`src/rtl/vga_timing_pkg.sv`:
```
// Shared VGA timing constants: 640x480@25MHz and 1024x768@65MHz sets,
// plus the helper that sums the four segments of a line or frame.
package vga_timing_pkg;

    // 640x480 @ 60 Hz, 25.175 MHz pixel clock
    localparam int VGA640_H_ACTIVE = 640;
    localparam int VGA640_H_FP     = 16;
    localparam int VGA640_H_SYNC   = 96;
    localparam int VGA640_H_BP     = 48;
    localparam int VGA640_V_ACTIVE = 480;
    localparam int VGA640_V_FP     = 10;
    localparam int VGA640_V_SYNC   = 2;
    localparam int VGA640_V_BP     = 33;
    localparam int VGA640_POL      = 0;

    // 1024x768 @ 60 Hz, 65 MHz pixel clock
    localparam int XGA_H_ACTIVE = 1024;
    localparam int XGA_H_FP     = 24;
    localparam int XGA_H_SYNC   = 136;
    localparam int XGA_H_BP     = 160;
    localparam int XGA_V_ACTIVE = 768;
    localparam int XGA_V_FP     = 3;
    localparam int XGA_V_SYNC   = 6;
    localparam int XGA_V_BP     = 29;
    localparam int XGA_POL      = 0;

    localparam int DEFAULT_CW = 11;

    function automatic int span_total(int act, int fp, int sync, int bp);
        return act + fp + sync + bp;
    endfunction

    localparam int VGA640_H_TOTAL = span_total(VGA640_H_ACTIVE, VGA640_H_FP,
                                               VGA640_H_SYNC, VGA640_H_BP);
    localparam int VGA640_V_TOTAL = span_total(VGA640_V_ACTIVE, VGA640_V_FP,
                                               VGA640_V_SYNC, VGA640_V_BP);
    localparam int XGA_H_TOTAL = span_total(XGA_H_ACTIVE, XGA_H_FP,
                                            XGA_H_SYNC, XGA_H_BP);
    localparam int XGA_V_TOTAL = span_total(XGA_V_ACTIVE, XGA_V_FP,
                                            XGA_V_SYNC, XGA_V_BP);

endpackage

```
`src/rtl/vga_timing_gen_wrap_counter.sv`:
```
// wrap_counter: enabled up-counter that wraps from wrap_val_i to 0.
// Ports: clk_i, rst_i, en_i, wrap_val_i in; count_o, count_d_o, wrap_o out.
// Reset loads wrap_val_i so the first enabled edge lands on 0.
module wrap_counter #(
    parameter int W = 11
) (
    input  logic         clk_i,
    input  logic         rst_i,
    input  logic         en_i,
    input  logic [W-1:0] wrap_val_i,
    output logic [W-1:0] count_o,
    output logic [W-1:0] count_d_o,
    output logic         wrap_o
);

    logic [W-1:0] count_q;
    logic [W-1:0] count_d;

    assign wrap_o = en_i && (count_q == wrap_val_i);

    always_comb begin
        count_d = count_q;
        if (en_i) begin
            count_d = (count_q == wrap_val_i) ? '0 : count_q + 1'b1;
        end
    end

    always_ff @(posedge clk_i) begin
        if (rst_i) begin
            count_q <= wrap_val_i;
        end else begin
            count_q <= count_d;
        end
    end

    assign count_o   = count_q;
    assign count_d_o = count_d;

endmodule

```
`src/rtl/vga_timing_gen.sv`:
```
// vga_timing_gen: VGA sync/blanking generator with pixel-rate enable.
// Ports: clock, rst, pix_en in; horiz_sync, vert_sync, video_on,
// pixel_column, pixel_row, line_start, frame_start out; frame_count out
// only when VGA_TIMING_FRAME_CNT_EN is defined (completed-frame counter).
module vga_timing_gen import vga_timing_pkg::*; #(
    parameter int H_ACTIVE = VGA640_H_ACTIVE,
    parameter int H_FP     = VGA640_H_FP,
    parameter int H_SYNC   = VGA640_H_SYNC,
    parameter int H_BP     = VGA640_H_BP,
    parameter int V_ACTIVE = VGA640_V_ACTIVE,
    parameter int V_FP     = VGA640_V_FP,
    parameter int V_SYNC   = VGA640_V_SYNC,
    parameter int V_BP     = VGA640_V_BP,
    parameter int H_POL    = VGA640_POL,
    parameter int V_POL    = VGA640_POL,
    parameter int CW       = DEFAULT_CW
) (
    input  logic          clock,
    input  logic          rst,
    input  logic          pix_en,
    output logic          horiz_sync,
    output logic          vert_sync,
    output logic          video_on,
    output logic [CW-1:0] pixel_column,
    output logic [CW-1:0] pixel_row,
    output logic          line_start,
    output logic          frame_start
`ifdef VGA_TIMING_FRAME_CNT_EN
    ,
    output logic [15:0]   frame_count
`endif
);

    localparam int H_TOTAL = span_total(H_ACTIVE, H_FP, H_SYNC, H_BP);
    localparam int V_TOTAL = span_total(V_ACTIVE, V_FP, V_SYNC, V_BP);

    if (H_TOTAL >= (1 << CW) || V_TOTAL >= (1 << CW) ||
        H_ACTIVE == 0 || H_SYNC == 0 ||
        V_ACTIVE == 0 || V_SYNC == 0) begin : g_bad_params
        $error("vga_timing_gen: illegal timing parameters");
    end

    localparam logic [CW-1:0] H_LAST  = CW'(H_TOTAL - 1);
    localparam logic [CW-1:0] V_LAST  = CW'(V_TOTAL - 1);
    localparam logic [CW-1:0] H_ACT_C = CW'(H_ACTIVE);
    localparam logic [CW-1:0] V_ACT_C = CW'(V_ACTIVE);
    localparam logic [CW-1:0] HS_LO   = CW'(H_ACTIVE + H_FP);
    localparam logic [CW-1:0] HS_HI   = CW'(H_ACTIVE + H_FP + H_SYNC - 1);
    localparam logic [CW-1:0] VS_LO   = CW'(V_ACTIVE + V_FP);
    localparam logic [CW-1:0] VS_HI   = CW'(V_ACTIVE + V_FP + V_SYNC - 1);
    localparam logic          HP      = (H_POL != 0);
    localparam logic          VP      = (V_POL != 0);

    logic [CW-1:0] h_count, h_next;
    logic [CW-1:0] v_count, v_next;
    logic          h_wrap, v_wrap;

    wrap_counter #(.W(CW)) u_hcnt (
        .clk_i      (clock),
        .rst_i      (rst),
        .en_i       (pix_en),
        .wrap_val_i (H_LAST),
        .count_o    (h_count),
        .count_d_o  (h_next),
        .wrap_o     (h_wrap)
    );

    // Rows step only on the edge where the column wraps.
    wrap_counter #(.W(CW)) u_vcnt (
        .clk_i      (clock),
        .rst_i      (rst),
        .en_i       (h_wrap),
        .wrap_val_i (V_LAST),
        .count_o    (v_count),
        .count_d_o  (v_next),
        .wrap_o     (v_wrap)
    );

    logic video_on_q, video_on_d;
    logic hsync_q, hsync_d;
    logic vsync_q, vsync_d;
    logic line_start_q, frame_start_q;

    // Decode from the counters' next values so the registered flags
    // describe the same (column,row) as the counter registers.
    always_comb begin
        video_on_d = (h_next < H_ACT_C) && (v_next < V_ACT_C);
        hsync_d    = (h_next >= HS_LO && h_next <= HS_HI) ? HP : ~HP;
        vsync_d    = (v_next >= VS_LO && v_next <= VS_HI) ? VP : ~VP;
    end

    always_ff @(posedge clock) begin
        if (rst) begin
            video_on_q    <= 1'b0;
            hsync_q       <= ~HP;
            vsync_q       <= ~VP;
            line_start_q  <= 1'b0;
            frame_start_q <= 1'b0;
        end else begin
            line_start_q  <= h_wrap;
            frame_start_q <= h_wrap && v_wrap;
            if (pix_en) begin
                video_on_q <= video_on_d;
                hsync_q    <= hsync_d;
                vsync_q    <= vsync_d;
            end
        end
    end

    assign horiz_sync   = hsync_q;
    assign vert_sync    = vsync_q;
    assign video_on     = video_on_q;
    assign pixel_column = h_count;
    assign pixel_row    = v_count;
    assign line_start   = line_start_q;
    assign frame_start  = frame_start_q;

`ifdef VGA_TIMING_FRAME_CNT_EN
    // The first frame_start after reset opens frame 0; later ones
    // each close a frame.
    logic [15:0] frame_cnt_q;
    logic        seen_first_q;

    always_ff @(posedge clock) begin
        if (rst) begin
            frame_cnt_q  <= '0;
            seen_first_q <= 1'b0;
        end else if (frame_start_q) begin
            if (seen_first_q) begin
                frame_cnt_q <= frame_cnt_q + 16'd1;
            end
            seen_first_q <= 1'b1;
        end
    end

    assign frame_count = frame_cnt_q;
`endif

endmodule
```
`config.mk`:
```
export PLATFORM = sky130hd
export DESIGN_NAME = vga_timing_gen
export DESIGN_NICKNAME = d
export VERILOG_FILES = /design/src/rtl/vga_timing_pkg.sv /design/src/rtl/vga_timing_gen_wrap_counter.sv /design/src/rtl/vga_timing_gen.sv
export SDC_FILE = /design/constraint.sdc
export NUM_CORES = 1
export LEC_CHECK = 0
export ABC_AREA = 1
export CAP_MARGIN = 20
export CORE_AREA = 2 2 59 61
export DETAILED_ROUTE_END_ITERATION = 12
export DIE_AREA = 0 0 61 63
export GPL_ROUTABILITY_DRIVEN = 0
export GPL_TIMING_DRIVEN = 1
export PLACE_DENSITY = 0.77
export REMOVE_ABC_BUFFERS = 1
export SLEW_MARGIN = 20
export SYNTH_ARGS = -nofsm -noshare
export SYNTH_HDL_FRONTEND = slang
export SYNTH_SLANG_ARGS = --single-unit
export TNS_END_PERCENT = 20
```
`constraint.sdc`:
```
create_clock -name clock -period 1.9 [get_ports clock]
set_clock_uncertainty 0.05 [all_clocks]
set_input_delay 0.285 -clock clock [delete_from_list [all_inputs] [get_ports clock]]
set_output_delay 0.285 -clock clock [all_outputs]
set_load 0.05 [all_outputs]
```
# Word level (Yosys, flattened, before mapping)
# Cells that the tools add are included.
[word_totals] register_bits=27 wordCells=29
[op_classes] n_addsub=2 magnitude_cmp=6 eq_ne=2 n_mux=6 reduce_logical=6
[ops] operator="2-to-1 mux 11 bit" n=4
[ops] operator="adder 11 x 1 -> 11 bit, second input constant" n=2
[ops] operator="equality test 11 x 10 -> 1 bit, second input constant" n=2
[ops] operator=">= comparator 11 x 10 -> 1 bit, second input constant" n=1
[ops] operator=">= comparator 11 x 9 -> 1 bit, second input constant" n=1
[ops] operator="less-or-equal comparator 11 x 10 -> 1 bit, second input constant" n=1
[ops] operator="less-or-equal comparator 11 x 9 -> 1 bit, second input constant" n=1
[ops] operator="less-than comparator 11 x 10 -> 1 bit, second input constant" n=1
[ops] operator="less-than comparator 11 x 9 -> 1 bit, second input constant" n=1
[ops] operator="logical AND 1 bit" n=6
[ops] operator="2-to-1 mux 1 bit" n=2

# Depth between registers and ports, before layout
[logic_depth] depth_word=6 ltp_mapped=14 mapped_depth_nobuf=14

# Modules after synthesis
# A second synthesis with hierarchy kept.
[unflattened] hier_cells=392 area_unflattened_um2=2203.4
[by_module_without_submodules] module="wrap_counter" n_inst=2 cells_each=172 area_each_um2=957.2 seq_area_each_um2=220.2
[by_module_without_submodules] module="vga_timing_gen" n_inst=1 cells_each=48 area_each_um2=289.0 seq_area_each_um2=100.1

# Worst setup path after synthesis
# Ideal clock, no wire load.
[synth_path] path_kind="register -> register" from="register u_hcnt.count_q[0], in the netlist u_hcnt.count_o[0]" to="register vsync_q, in the netlist vert_sync" setup_ps=115 arrival_time_ps=1948 t_required_ps=1735 path_slack_ps=-213 stages_incl_launch_ff=14 path_buffers=1 cell_sequence="dfxtp_1 > ha_1 > nand2_2 > nor2_8 > nand2_4 > nor2_8 > buf_12 > nand3_4 > nand3_2 > nand2_1 > nor2_1 > nand2_1 > nand2_1 > nand2_1"
[synth_via] elab_chain_len=6 word_cells_on_any_way=7 cone_classes="order compare (2); eq/ne (1); mux (2); reduce/logical (2)"
[synth_lines] item="from (decl)" line="vga_timing_gen_wrap_counter.sv:16" text="logic [W-1:0] count_q;"
[synth_lines] item="from (signal assigned)" line="vga_timing_gen_wrap_counter.sv:30" text="count_q <= wrap_val_i;"
[synth_lines] item="from (signal assigned)" line="vga_timing_gen_wrap_counter.sv:32" text="count_q <= count_d;"
[synth_lines] item="equality test 11 x 10 -> 1 bit *" line="vga_timing_gen_wrap_counter.sv:19" text="assign wrap_o = en_i && (count_q == wrap_val_i);"
[synth_lines] item="logical AND 1 bit *" line="vga_timing_gen_wrap_counter.sv:19"
[synth_lines] item="2-to-1 mux 11 bit *" line="vga_timing_gen_wrap_counter.sv:23" text="if (en_i) begin"
[synth_lines] item=">= comparator 11 x 9 -> 1 bit or less-or-equal comparator 11 x 9 -> 1 bit (tied branches)" line="vga_timing_gen.sv:89" text="vsync_d = (v_next >= VS_LO && v_next <= VS_HI) ? VP : ~VP;"
[synth_lines] item="logical AND 1 bit *" line="vga_timing_gen.sv:89"
[synth_lines] item="2-to-1 mux 1 bit *" line="vga_timing_gen.sv:89"
[synth_lines] item="to (signal assigned)" line="vga_timing_gen.sv:96" text="vsync_q <= ~VP;"
[synth_lines] item="to (signal assigned)" line="vga_timing_gen.sv:105" text="vsync_q <= vsync_d;"
[synth_lines] item="to (decl)" line="vga_timing_gen.sv:81" text="logic vsync_q, vsync_d;"
# Mark *: on every way between the ends. The rest lies on a longest branch, timed or not.
# A chain may end at the register's enable or synchronous reset.

# Worst setup path after layout
[layout_path] from="register hsync_q, in the netlist horiz_sync" to="output horiz_sync"
[layout_lines] item="from (decl)" line="vga_timing_gen.sv:80" text="logic hsync_q, hsync_d;"
[layout_lines] item="from (signal assigned)" line="vga_timing_gen.sv:95" text="hsync_q <= ~HP;"
[layout_lines] item="from (signal assigned)" line="vga_timing_gen.sv:104" text="hsync_q <= hsync_d;"
[layout_lines] item="to (decl)" line="vga_timing_gen.sv:21" text="output logic horiz_sync,"
# No word-level cell between the ends.

==> summary.md <==
| Metric | Value |
|---|---|
| Number of H-tree levels | 1 |
| Iter 0 DRT Violations | 75 |
| Die H | 63 um |
| Nets | 309 |
| Post-synthesis sequential area ratio | 0.338 |
| CP Launch Point | horiz_sync$_SDFFE_PP1P_ |
| Reg2Reg Setup Slack | 0.10 ns |
| Cts bufs inserted | 3 |
| Slew Limit Fails | 0 |
| IO buf count | 29 |
| Largest net degree at the start of global routing | 15 |
| Tcrit/Tclk final | 0.976 |
| Power Density | 1180 mW/mm2 |
| Drt drc | 0 |
| Ys flop type | dfxtp_1 |
| Placed wire-length estimate | 2940 um |
| Die Area | 0.00384 mm2 |
| CP Launch Type | flip-flop |
| ANT cells | 0 |
| Synth Register Bits | 27 |
| CP peak stage delay | 0.81 ns |
| Layout cell share with drive strength beyond 1 | 0.321 |
| Num rows | 21 |
| Post-synth ARST share | 0 |
| Fin crit period | 1.85 ns |
| Outcome | completed |
| Final hold vios | 0 |
| Num ports | 30 |
| Synth Instances | 234 |
| Setup slack after layout | 0.0453 ns |
| Die width | 61 um |
| Slew headroom | 0.668 |
| Area leader, netlist | dfxtp_1 |
| Clock Latency Late Sink | 0.34 ns |
| Tot GR Track Use | 0.229 |
| Std-Cell Core Area | 0.00323 mm2 |
| Max-cap viol count | 0 |
| DRT Pass-1 Iters | 4 |
| Post-synth top area share | 0.338 |
| Post-synth EDFFs | 0 |
| Setup TNS | 0 ns |
| Final instance area | 0.00228 mm2 |
| Vias per std cell | 4.91 |
| Post-layout util | 0.704 |
| Slew @ Worst Pin | 0.496 ns |
| Critical path class | flip-flop to output pin |
| Sink Count | 27 |
| Cts hold-fix bufs | 0 |
| Final setup vio count | 0 |
| WL per Instance | 11.7 um |
| Area grow syn2layout | 42.3% |
| Grt ovf | 0 |
| Max Fclk | 0.539 GHz |
| Crit path capture type | output pin |
| Crit path max-delay family | buffers and inverters |
| Post-DRT Antenna Nets | 0 |
| Distinct cells, synth | 30 |
| Initial antenna violation count | 0 |
| Starting Density | 0.495 |
| Netlist Area Pre-Place | 0.00160 mm2 |
| CP Data Required Time | 1.56 ns |
| Clock Tree Root | clkbuf_4 |
| Dpl ws | -0.247 ns |
| First-pass GRT wire length | 6690 um |
| Hold wc startpoint | u_vcnt.count_o[0]$_SDFF_PP0_ |
| Vias in the first global route | 1533 |
| Hold WS | 0.442 ns |
| Hold Crit Class | flip-flop to flip-flop |
| Routed WL | 4060 um |
| CP max FO | 2 |
| Crit path max-delay cell type | clkdlybuf4s50_1 |
| Worst path cell trace | clkdlybuf4s50_1 |
| Reported leakage power | 1.07 nW |
| TritonCTS clock tree | yes |
| Worst IR drop on VDD | 0.000615 V |
| Synth Warn # | 0 |
| Worst Path Arrival | 1.52 ns |
| Mean Syn Cell Area | 6.83 um2 |
| Max clock buf depth | 2 |
| Top cells by count, synth | nand2_1, nor2_1, dfxtp_1 |
| Largest cells by area after synthesis | dfxtp_1, nand2_1, nor2_1 |
| Most numerous cell in the Yosys netlist | nand2_1 |
| Worst-path clk slew | 0.15 ns |
| Placed cell areas | 0.00212 mm2 |
| Critical R2R Launch | u_hcnt.count_o[5]$_SDFF_PP0_ |
| Worst Path Buf+Inv | 1 |
| Vias post-DR | 1710 |
-- through the flow --
stage	power, mW	cells
5_1_grt	2.88	348
4_1_cts	2.52	341
3_3_place_gp	2.26	337
6_report	2.69	348
2_1_floorplan	1.72	229
3_5_place_dp	2.28	337
-- placed cells by master (no fill, tap or decap), drive strengths merged --
cell type | netlist | routed
nor3 | 3 | 3
o21ai | 10 | 10
dlygate4sd2 | 0 | 7
or2 | 2 | 2
a31oi | 1 | 1
nand2 | 74 | 74
xor2 | 4 | 4
nand3 | 21 | 21
buf | 3 | 55
clkbuf | 2 | 4
xnor2 | 2 | 2
clkdlybuf4s50 | 0 | 6
dfxtp | 27 | 27
nand3b | 2 | 2
a21oi | 9 | 9
nor2 | 41 | 42
inv | 27 | 27
nand4 | 2 | 2
ha | 3 | 3
a211oi | 1 | 1
-- final timing paths --
path | endpoint | cells past startpoint
min | u_vcnt.count_o[0]$_SDFF_PP0_ | 1
max reg2reg | vert_sync$_SDFFE_PP1P_ | 14
max | horiz_sync | 1
min reg2reg | u_vcnt.count_o[0]$_SDFF_PP0_ | 1
-- logic make-up (layout without fill, tap and decap cells) --
family | Yosys count | after routing | share of synthesized area
buffers and inverters | 32 | 99 | 0.0947
AND/OR/NAND/NOR | 145 | 146 | 0.441
XOR/XNOR | 6 | 6 | 0.0329
adder cells (fa/ha/maj) | 3 | 3 | 0.0235
AO/OA/AOI/OAI | 21 | 21 | 0.0704
flip-flops | 27 | 27 | 0.338
-- sequential cells by signal (all words and copies together), names as in the netlist --
register        cells
u_hcnt.count_o     11
u_vcnt.count_o     11
frame_start         1
horiz_sync          1
line_start          1
vert_sync           1
video_on            1
-- power by group --
part,leakage [nW],switching (mW),internal [mW],total [mW]
registers,0.222,0.118,0.669,0.787
logic,0.834,0.978,0.658,1.64
clock network,0.0150,0.183,0.0828,0.266
total,1.07,1.28,1.41,2.69
-- cell type report --
cell class              count  area, um2
multi-input cells         176        992
flip-flops and latches     27        548
fillers                   281        956
well taps                  46       57.6
inverters                  27        101
repair buffers             68        551
clock buffers               4       26.3
-- repair_timing --
| action | in CTS | in global routing |
|---|---|---|
| cloned | 0 | 1 |
| setup buffers | 0 | 6 |
| setup endpoints to repair | 8 | 5 |
| resized for setup | 7 | 20 |
| pin swaps | 0 | 7 |
-- metal layers --
layer  share of wire  global-route usage  wire length (um)  vias to the layer above
met4           0.023               0.101                95                        0
li1                -                   -                 -                      870
met3           0.041              0.0331               167                       12
met5               0                   0                 0                        -
met2            0.46               0.324              1880                       36
met1            0.47               0.337              1920                      792
(Power assumes the default switching activity.)
